### config.mk
export PLATFORM = sky130hd
export DESIGN_NAME = imem_fetch_controller
export DESIGN_NICKNAME = d
export VERILOG_FILES = /design/src/rtl/imem_fetch_controller_pkg.sv /design/src/rtl/imem_fetch_out_reg.sv /design/src/rtl/imem_fetch_controller.sv
export SDC_FILE = /design/constraint.sdc
export NUM_CORES = 1
export LEC_CHECK = 0
export CORE_AREA = 5 5 98 100
export DETAILED_ROUTE_END_ITERATION = 16
export DIE_AREA = 0 0 103 105
export GPL_ROUTABILITY_DRIVEN = 0
export PLACE_DENSITY = 0.78
export SLEW_MARGIN = 0
export SYNTH_ARGS = -nofsm -noshare
export SYNTH_HDL_FRONTEND = slang
export SYNTH_SLANG_ARGS = --single-unit
export TNS_END_PERCENT = 30
### constraint.sdc
create_clock -name clk -period 2.1 [get_ports clk]
set_input_delay 0.21 -clock clk [delete_from_list [all_inputs] [get_ports clk]]
set_output_delay 0.21 -clock clk [all_outputs]
set_load 0.01 [all_outputs]
### src/rtl/imem_fetch_controller_pkg.sv
// Shared constants and FSM state encoding for the instruction memory fetch controller.
package imem_ctrl_pkg;

    localparam int ADDR_W = 7;
    localparam int DATA_W = 32;
    localparam int DEPTH  = 128;

    typedef enum logic [1:0] {
        IDLE    = 2'd0,
        LOAD_WR = 2'd1,
        RUN     = 2'd2,
        DRAIN   = 2'd3
    } state_t;

endpackage

### src/rtl/imem_fetch_out_reg.sv
// One-entry valid/ready output register holding the fetched word and its address.
// A flush drops the held word; it wins over a simultaneous push.
module fetch_out_reg #(
    parameter int ADDR_W = 7,
    parameter int DATA_W = 32
) (
    input  logic              clk,
    input  logic              rst,
    input  logic              flush,
    input  logic              push,
    input  logic [DATA_W-1:0] push_data,
    input  logic [ADDR_W-1:0] push_pc,
    input  logic              ready,
    output logic              vld,
    output logic [DATA_W-1:0] data,
    output logic [ADDR_W-1:0] pc,
    output logic              space
);

    logic              vld_p0;
    logic [DATA_W-1:0] data_p0;
    logic [ADDR_W-1:0] pc_p0;

    // Output stage: capture a new word on push, drop the held word on flush.
    always_ff @(posedge clk) begin
        if (rst) begin
            vld_p0  <= 1'b0;
            data_p0 <= '0;
            pc_p0   <= '0;
        end else if (flush) begin
            vld_p0 <= 1'b0;
        end else if (push) begin
            vld_p0  <= 1'b1;
            data_p0 <= push_data;
            pc_p0   <= push_pc;
        end
    end

    assign vld   = vld_p0;
    assign data  = data_p0;
    assign pc    = pc_p0;
    // The register can take a new word when empty or when the held word leaves this cycle.
    assign space = !vld_p0 || ready;

endmodule

### src/rtl/imem_fetch_controller.sv
// Sequences the single instruction memory port between the boot loader (writes)
// and the fetch path (reads), delivering words to decode over valid/ready.
module imem_fetch_controller
    import imem_ctrl_pkg::*;
(
    input  logic              clk,
    input  logic              rst,
    input  logic              load_valid,
    output logic              load_ready,
    input  logic [ADDR_W-1:0] load_addr,
    input  logic [DATA_W-1:0] load_data,
    input  logic              start,
    input  logic [ADDR_W-1:0] start_addr,
    input  logic              redirect_valid,
    input  logic [ADDR_W-1:0] redirect_addr,
    output logic              inst_valid,
    input  logic              inst_ready,
    output logic [DATA_W-1:0] inst_data,
    output logic [ADDR_W-1:0] inst_pc,
    output logic              halted,
    output logic [ADDR_W-1:0] mem_addr,
    output logic              mem_rd,
    output logic [DATA_W-1:0] mem_wdata,
    input  logic [DATA_W-1:0] mem_rdata
);

    localparam logic [ADDR_W-1:0] LAST_ADDR = ADDR_W'(DEPTH - 1);

    state_t state;
    logic   out_space;
    logic   fetching;
    logic   redirect_take;
    logic   push;
    logic   flush;

    assign load_ready    = (state == IDLE);
    assign fetching      = (state == RUN) || (state == DRAIN);
    assign redirect_take = fetching && redirect_valid;
    assign push          = (state == RUN) && !redirect_valid && out_space;
    assign flush         = redirect_take || ((state == DRAIN) && inst_valid && inst_ready);

    // Control FSM: owns the memory port (address, direction, write data) and the halt flag.
    always_ff @(posedge clk) begin
        if (rst) begin
            state     <= IDLE;
            mem_rd    <= 1'b1;
            mem_addr  <= '0;
            mem_wdata <= '0;
            halted    <= 1'b0;
        end else begin
            mem_rd <= 1'b1;
            unique case (state)
                IDLE: begin
                    if (load_valid) begin
                        mem_addr  <= load_addr;
                        mem_wdata <= load_data;
                        mem_rd    <= 1'b0;
                        state     <= LOAD_WR;
                    end else if (start) begin
                        mem_addr <= start_addr;
                        halted   <= 1'b0;
                        state    <= RUN;
                    end
                end
                LOAD_WR: begin
                    state <= IDLE;
                end
                RUN: begin
                    if (redirect_valid) begin
                        mem_addr <= redirect_addr;
                    end else if (out_space) begin
                        // The last word holds the address instead of wrapping to 0.
                        if (mem_addr == LAST_ADDR) begin
                            state <= DRAIN;
                        end else begin
                            mem_addr <= mem_addr + ADDR_W'(1);
                        end
                    end
                end
                DRAIN: begin
                    if (redirect_valid) begin
                        mem_addr <= redirect_addr;
                        state    <= RUN;
                    end else if (inst_valid && inst_ready) begin
                        halted <= 1'b1;
                        state  <= IDLE;
                    end
                end
                default: state <= IDLE;
            endcase
        end
    end

    fetch_out_reg #(
        .ADDR_W (ADDR_W),
        .DATA_W (DATA_W)
    ) u_out (
        .clk       (clk),
        .rst       (rst),
        .flush     (flush),
        .push      (push),
        .push_data (mem_rdata),
        .push_pc   (mem_addr),
        .ready     (inst_ready),
        .vld       (inst_valid),
        .data      (inst_data),
        .pc        (inst_pc),
        .space     (out_space)
    );

endmodule

### After elaboration in Yosys (flattened, before gate mapping)

Index checks and enable logic that the tools add are counted.

| word-level totals | value |
|---|---|
| register bits after elaboration | 83 |
| latch bits | 0 |
| RAM bits | 0 |
| ROM bits | 0 |
| input port bits | 91 |
| output and inout port bits | 82 |
| logic and storage cells | 69 |
| memories kept | 0 |

| cells by class | value |
|---|---|
| add/subtract/negate cells | 1 |
| $mul | 0 |
| divide/modulo/power cells | 0 |
| magnitude comparators | 0 |
| eq/ne operators | 16 |
| shift operators | 0 |
| muxes and demuxes | 21 |
| bitwise operators | 2 |
| reductions and logical operators | 21 |

Operators by type and width:

| kind | count |
|---|---|
| 7-bit two-way mux | 6 |
| 7-bit one-hot mux with 3 select lines | 1 |
| 5-bit AND reduction | 3 |
| 2-bit two-way mux | 7 |
| 2-bit inequality test (second input constant) | 5 |
| 2-bit one-hot mux with 4 select lines | 1 |
| 7-bit by 1-bit adder with 7-bit output (second input constant) | 1 |
| 7-bit == test (second input constant) | 1 |
| 1-bit logical AND | 6 |
| 2-bit by 1-bit inequality test with 1-bit output (second input constant) | 3 |
| 3-bit by 2-bit inequality test with 1-bit output (second input constant) | 2 |
| 3-bit inequality test (second input constant) | 2 |
| 1-bit two-way mux | 5 |
| 2-bit == test (second input constant) | 2 |
| 2-bit AND reduction | 2 |
| 2-bit OR reduction | 2 |
| 1-bit logical OR | 3 |
| 3-bit nonzero test | 1 |
| 2-bit by 1-bit == test with 1-bit output (second input constant) | 1 |
| 1-bit zero test | 2 |
| 2-bit zero test | 1 |
| 1-bit inverter | 2 |
| 1-bit one-hot mux with 2 select lines | 1 |
| 2-bit nonzero test | 1 |

### Depth between registers and ports, before layout

| logic depth | value |
|---|---|
| word-level depth | 6 |
| gate-level depth with buffers | 7 |
| mapped depth without buffers | 6 |

### Modules after synthesis

From an unflattened synthesis, not the netlist that was laid out.

| second synthesis, totals | value |
|---|---|
| cells, all modules | 428 |
| area, all modules | 3,778.6 um2 |

By module, submodules not included:

| module | times used | cells each | area each (um2) | sequential area each (um2) |
|---|---|---|---|---|
| imem_fetch_controller | 1 | 247 | 1,971.9 | 860.8 |
| fetch_out_reg | 1 | 181 | 1,806.7 | 800.8 |

### Least setup slack after synthesis

OpenSTA, ideal clock, no wires.

| timing | value |
|---|---|
| path kind | register -> register |
| start point | register mem_addr[0] |
| end point | register mem_addr[0] |
| library setup time | 0.070 ns |
| arrival time | 1.535 ns |
| data required time | 2.030 ns |
| slack | 0.494 ns |
| cell stages (with the launch flop) | 7 |
| path buffers | 0 |
| clock period less this slack | 1.606 ns |
| cell sequence | dfxtp_1 ha_1 and3_1 a211oi_2 o21ai_2 or3_1 a21oi_1 |

| on the way | value |
|---|---|
| word-level cells in the longest chain between the ends | 5 |
| elaborated cells between the ends (all ways) | 8 |
| those cells by class | add/sub: 1; eq/ne: 2; mux: 4; reduce/logical: 1 |

Ends and longest elaborated chain:

| element | line | RTL |
|---|---|---|
| start, declared | imem_fetch_controller.sv:21 | `output logic [ADDR_W-1:0] mem_addr,` |
| start signal, assigned | imem_fetch_controller.sv:55 | `mem_addr <= load_addr;` |
| start signal, assigned | imem_fetch_controller.sv:60 | `mem_addr <= start_addr;` |
| start signal, assigned | imem_fetch_controller.sv:70 | `mem_addr <= redirect_addr;` |
| 7-bit by 1-bit adder with 7-bit output | imem_fetch_controller.sv:76 | `mem_addr <= mem_addr + ADDR_W'(1);` |
| 7-bit two-way mux | imem_fetch_controller.sv:73 | `if (mem_addr == LAST_ADDR) begin` |
| 7-bit two-way mux | imem_fetch_controller.sv:71 | `end else if (out_space) begin` |
| 7-bit two-way mux | imem_fetch_controller.sv:69 | `if (redirect_valid) begin` |
| 7-bit one-hot mux with 3 select lines | imem_fetch_controller.sv:52 | `unique case (state)` |

Parallel ways exist; a longest one is shown, timed or not. The select of a mux whose other input is x is not followed.
A chain may end at the register's enable or synchronous reset.

### Final worst setup path

| timing | value |
|---|---|
| start point | register state[0] |
| end point | output port load_ready |

| on the way | value |
|---|---|
| word-level cells in the longest chain between the ends | 1 |

Ends and longest elaborated chain:

| element | line | RTL |
|---|---|---|
| start, declared | imem_fetch_controller.sv:29 | `state_t state;` |
| start signal, assigned | imem_fetch_controller.sv:45 | `state <= IDLE;` |
| start signal, assigned | imem_fetch_controller.sv:58 | `state <= LOAD_WR;` |
| start signal, assigned | imem_fetch_controller.sv:62 | `state <= RUN;` |
| 2-bit zero test | imem_fetch_controller.sv:36 | `assign load_ready = (state == IDLE);` |
| end, declared | imem_fetch_controller.sv:9 | `output logic load_ready,` |

No other way between the ends.

==> summary.txt <==
Final std cells w/o fill = 692
Maximum clock path buffer count = 2
Post-CTS sizing = 0
Multi-input gate area = 0.00146 mm²
Avg Cell Area, Syn = 7.86 µm²
Post-route cell area = 0.00535 mm²
Tot GR Track Use = 17.6%
Post-synthesis cell count = 414
CTS Root Cell = clkbuf_8
Crit. End Element = output port
Crit-path max cell delay = 670 ps
Status = finished, final reports clean
Ys Warns = 0
Initial Util = 37.9%
Vias = 3352
Fin. Hold Viols = 0
Slew headroom = 63.3%
Drt first pass iters = 4
Dpl cell area = 0.00511 mm²
F_max = 527 MHz
Final Setup Violations = 0
CTS hold repair buffers = 0
Power consumption = 3.92 mW
Row count = 34
WL/cell = 14.1 µm
Internal cell power = 2.92 mW
Seq. cell area = 0.00166 mm²
Die Y-Extent = 105 µm
Cell Pwr Density = 732 mW/mm²
Post-synth EDFFs = 0
Async set or reset register ratio after synthesis = 0%
Top Ports = 173
Post-layout util = 62.2%
Arrival @ worst endpoint = 1690 ps
Total core area = 0.00859 mm²
#FFs+latches synth = 83
RSZ-0062 raised after global routing = no
Placed instance count = 677
Register area share after synthesis = 51.1%
Mapped Area = 0.00325 mm²
TritonCTS Buffers = 9
Yosys cell types = 36
Clk slew on worst S/H paths = 90 ps
Mux contribution to synthesized area = 2.46%
IR drop worst, VDD = 0.400 mV
Routed vias/inst = 4.84
Crit path kind = flop to output port
Fillers = 748
Setup Skew = 10.5 ps
Max-cap check violation count = 0
Total routed wirelength = 9750 µm
Final Max Slew Viols = 0
Die Area = 0.0108 mm²
Seq pwr share = 44.7%
Pleak = 1.94 nW
Clk sinks = 83
Final worst path period share = 90.3%
Simple-gate area share of the yosys netlist = 24.0%
Worst Hold Slack = 312 ps
Comb power frac = 20.5%
Proportion of netlist area held by the largest area contributor = 51.1%
Compound-Gate Fraction of Synth Area = 17.0%
CTS tree = built
Pin slew with the least headroom to its limit = 550 ps
First-pass GRT wire length = 15400 µm
Xor/xnor cell area share of the yosys netlist = 0.808%
Clock latency on the worst-skew pair = 340 ps
Layout area overhead = 64.4%
Die W = 103 µm
Port Buffer Count = 172
Crit path time final = 1900 ps
Final #Nets = 672
DRC Markers = 0
Number of global-route vias before repair = 3249
WP data required = 1890 ps
CP Cell Sequence = nor2_1 > clkdlybuf4s50_1
H-tree Lvls = 3
Clk network pwr share = 34.8%
Worst slack at placement = 187 ps
Syn_nets = 506
Critical-path maximum fanout = 14
DRT iter0 DRCs = 107
Main combinational cell family by area after synthesis = simple AND/OR/NAND/NOR gates
Grt ovf = 0
Antenna violations before repair = 0
DP HPWL = 7290 µm
Startpoint types = flop
Largest net degree at the start of global routing = 41
Hold Crit Class = input port to flop
Ys flop type = dfxtp_1
Synth top area cells = dfxtp_1 51%, nand2_1 18%, a21oi_1 12%, buf_2 2.5%, mux2i_1 2.5%
Yosys top cell by area = dfxtp_1
Post-Synth Adder-Cell Area = 0.385%
Switching Share = 25.5%
Share of layout cells above drive strength 1 = 5.65%
Total negative slack = 0 ps
Post-CTS setup buffer count = 0
Antenna cells = 0
Crit-path slowest cell = dfxtp_1
Antenna Violating Nets Remaining = 0
Final worst slack = 203 ps
Switching power = 0.999 mW
cells in the final DEF, fill, tap and decap left out, types with 2 or more instances in the layout:
| master | instances |
|---|---|
| nor3_1 | 5 |
| clkdlybuf4s50_1 | 171 |
| bufinv_16 | 3 |
| o21bai_1 | 3 |
| o22ai_1 | 2 |
| dfxtp_1 | 83 |
| o21ai_0 | 8 |
| nor2b_1 | 7 |
| buf_12 | 4 |
| xnor2_1 | 2 |
| clkbuf_8 | 9 |
| nand2_1 | 153 |
| nand3_1 | 2 |
| nor2_1 | 6 |
| a211oi_1 | 2 |
| or3_1 | 2 |
| buf_4 | 7 |
| nand2b_1 | 2 |
| mux2i_1 | 8 |
| nor2_2 | 2 |
| clkinv_4 | 2 |
| and3_1 | 4 |
| a21oi_1 | 81 |
cell usage after synthesis (2+ instances only):
library cell and number:
nand2_1 153, dfxtp_1 83, a21oi_1 81, buf_2 16, clkbuf_1 9, mux2i_1 8
o21ai_0 8, nor2_1 7, nor2b_1 7, nor3_1 5, and3_1 4, o21bai_1 3
a211oi_1 2, nand2b_1 2, nand3_1 2, o22ai_1 2, or3_1 2, xnor2_1 2
routing by layer:
metal / track usage, % / up-vias / routed length, µm / share of wire (%)
li1: - / 1700 / - / -
met1: 19.6 / 1497 / 3830 / 39
met2: 29.4 / 143 / 4630 / 48
met3: 7.79 / 12 / 1120 / 12
met4: 6.20 / 0 / 165 / 1.7
met5: 0 / - / 0 / 0
power groups by stage:
stage | combinational [mW] | clock [mW] | sequential, mW
after CTS | 0.813 | 1.40 | 1.75
after global placement | 0.799 | 0 | 1.78
after floorplan | 0.303 | 0 | 1.82
after global routing | 0.876 | 1.46 | 1.77
final | 0.803 | 1.36 | 1.75
after detailed placement | 0.808 | 0 | 1.79
worst max-delay path, delay by kind of cell, from the launching register on:
family        cells  cell delay (ps)
buf+inv           1              530
flops             1              670
simple gates      1              150
state kept, by name (all words and copies together), names as in the netlist:
signal / count
mem_wdata: 32
u_out.data: 32
mem_addr: 7
u_out.pc: 7
state: 2
halted: 1
mem_rd: 1
u_out.vld: 1
area by class of cell:
type                    count  share of cell area (%)
inverters                   1                  0.0702
clock buffers               9                    2.32
well taps                 108                    2.53
flip-flops and latches     83                    31.1
clock inverters             6                    2.15
multi-input cells         302                    27.3
repair buffers            183                    34.6
cell families (layout without fill, tap and decap cells):
family                     count (synthesis)  count (layout)
AOI/OAI and AO/OA                        102             102
xor gates and xnor gates                   3               3
adders and majority gates                  1               1
buffers and inverters                     29             199
DFF                                       83              83
muxes                                      8               8
and+or+nand+nor                          188             188
path summary, 6_finish.rpt:
| kind | startpoint | endpoint | slack (ps) | depth (start not counted) |
|---|---|---|---|---|
| worst min register to register | u_out.data[30]$_SDFFE_PP0P_ | u_out.data[30]$_SDFFE_PP0P_ | 460 | 2 |
| worst min-delay path | rst | mem_addr[2]$_SDFFE_PP0P_ | 310 | 2 |
| worst max register to register | mem_addr[0]$_SDFFE_PP0P_ | mem_addr[4]$_SDFFE_PP0P_ | 240 | 7 |
| worst max-delay path | state[0]$_SDFFE_PP0P_ | load_ready | 200 | 2 |
Power figures use the tool's default switching activity.
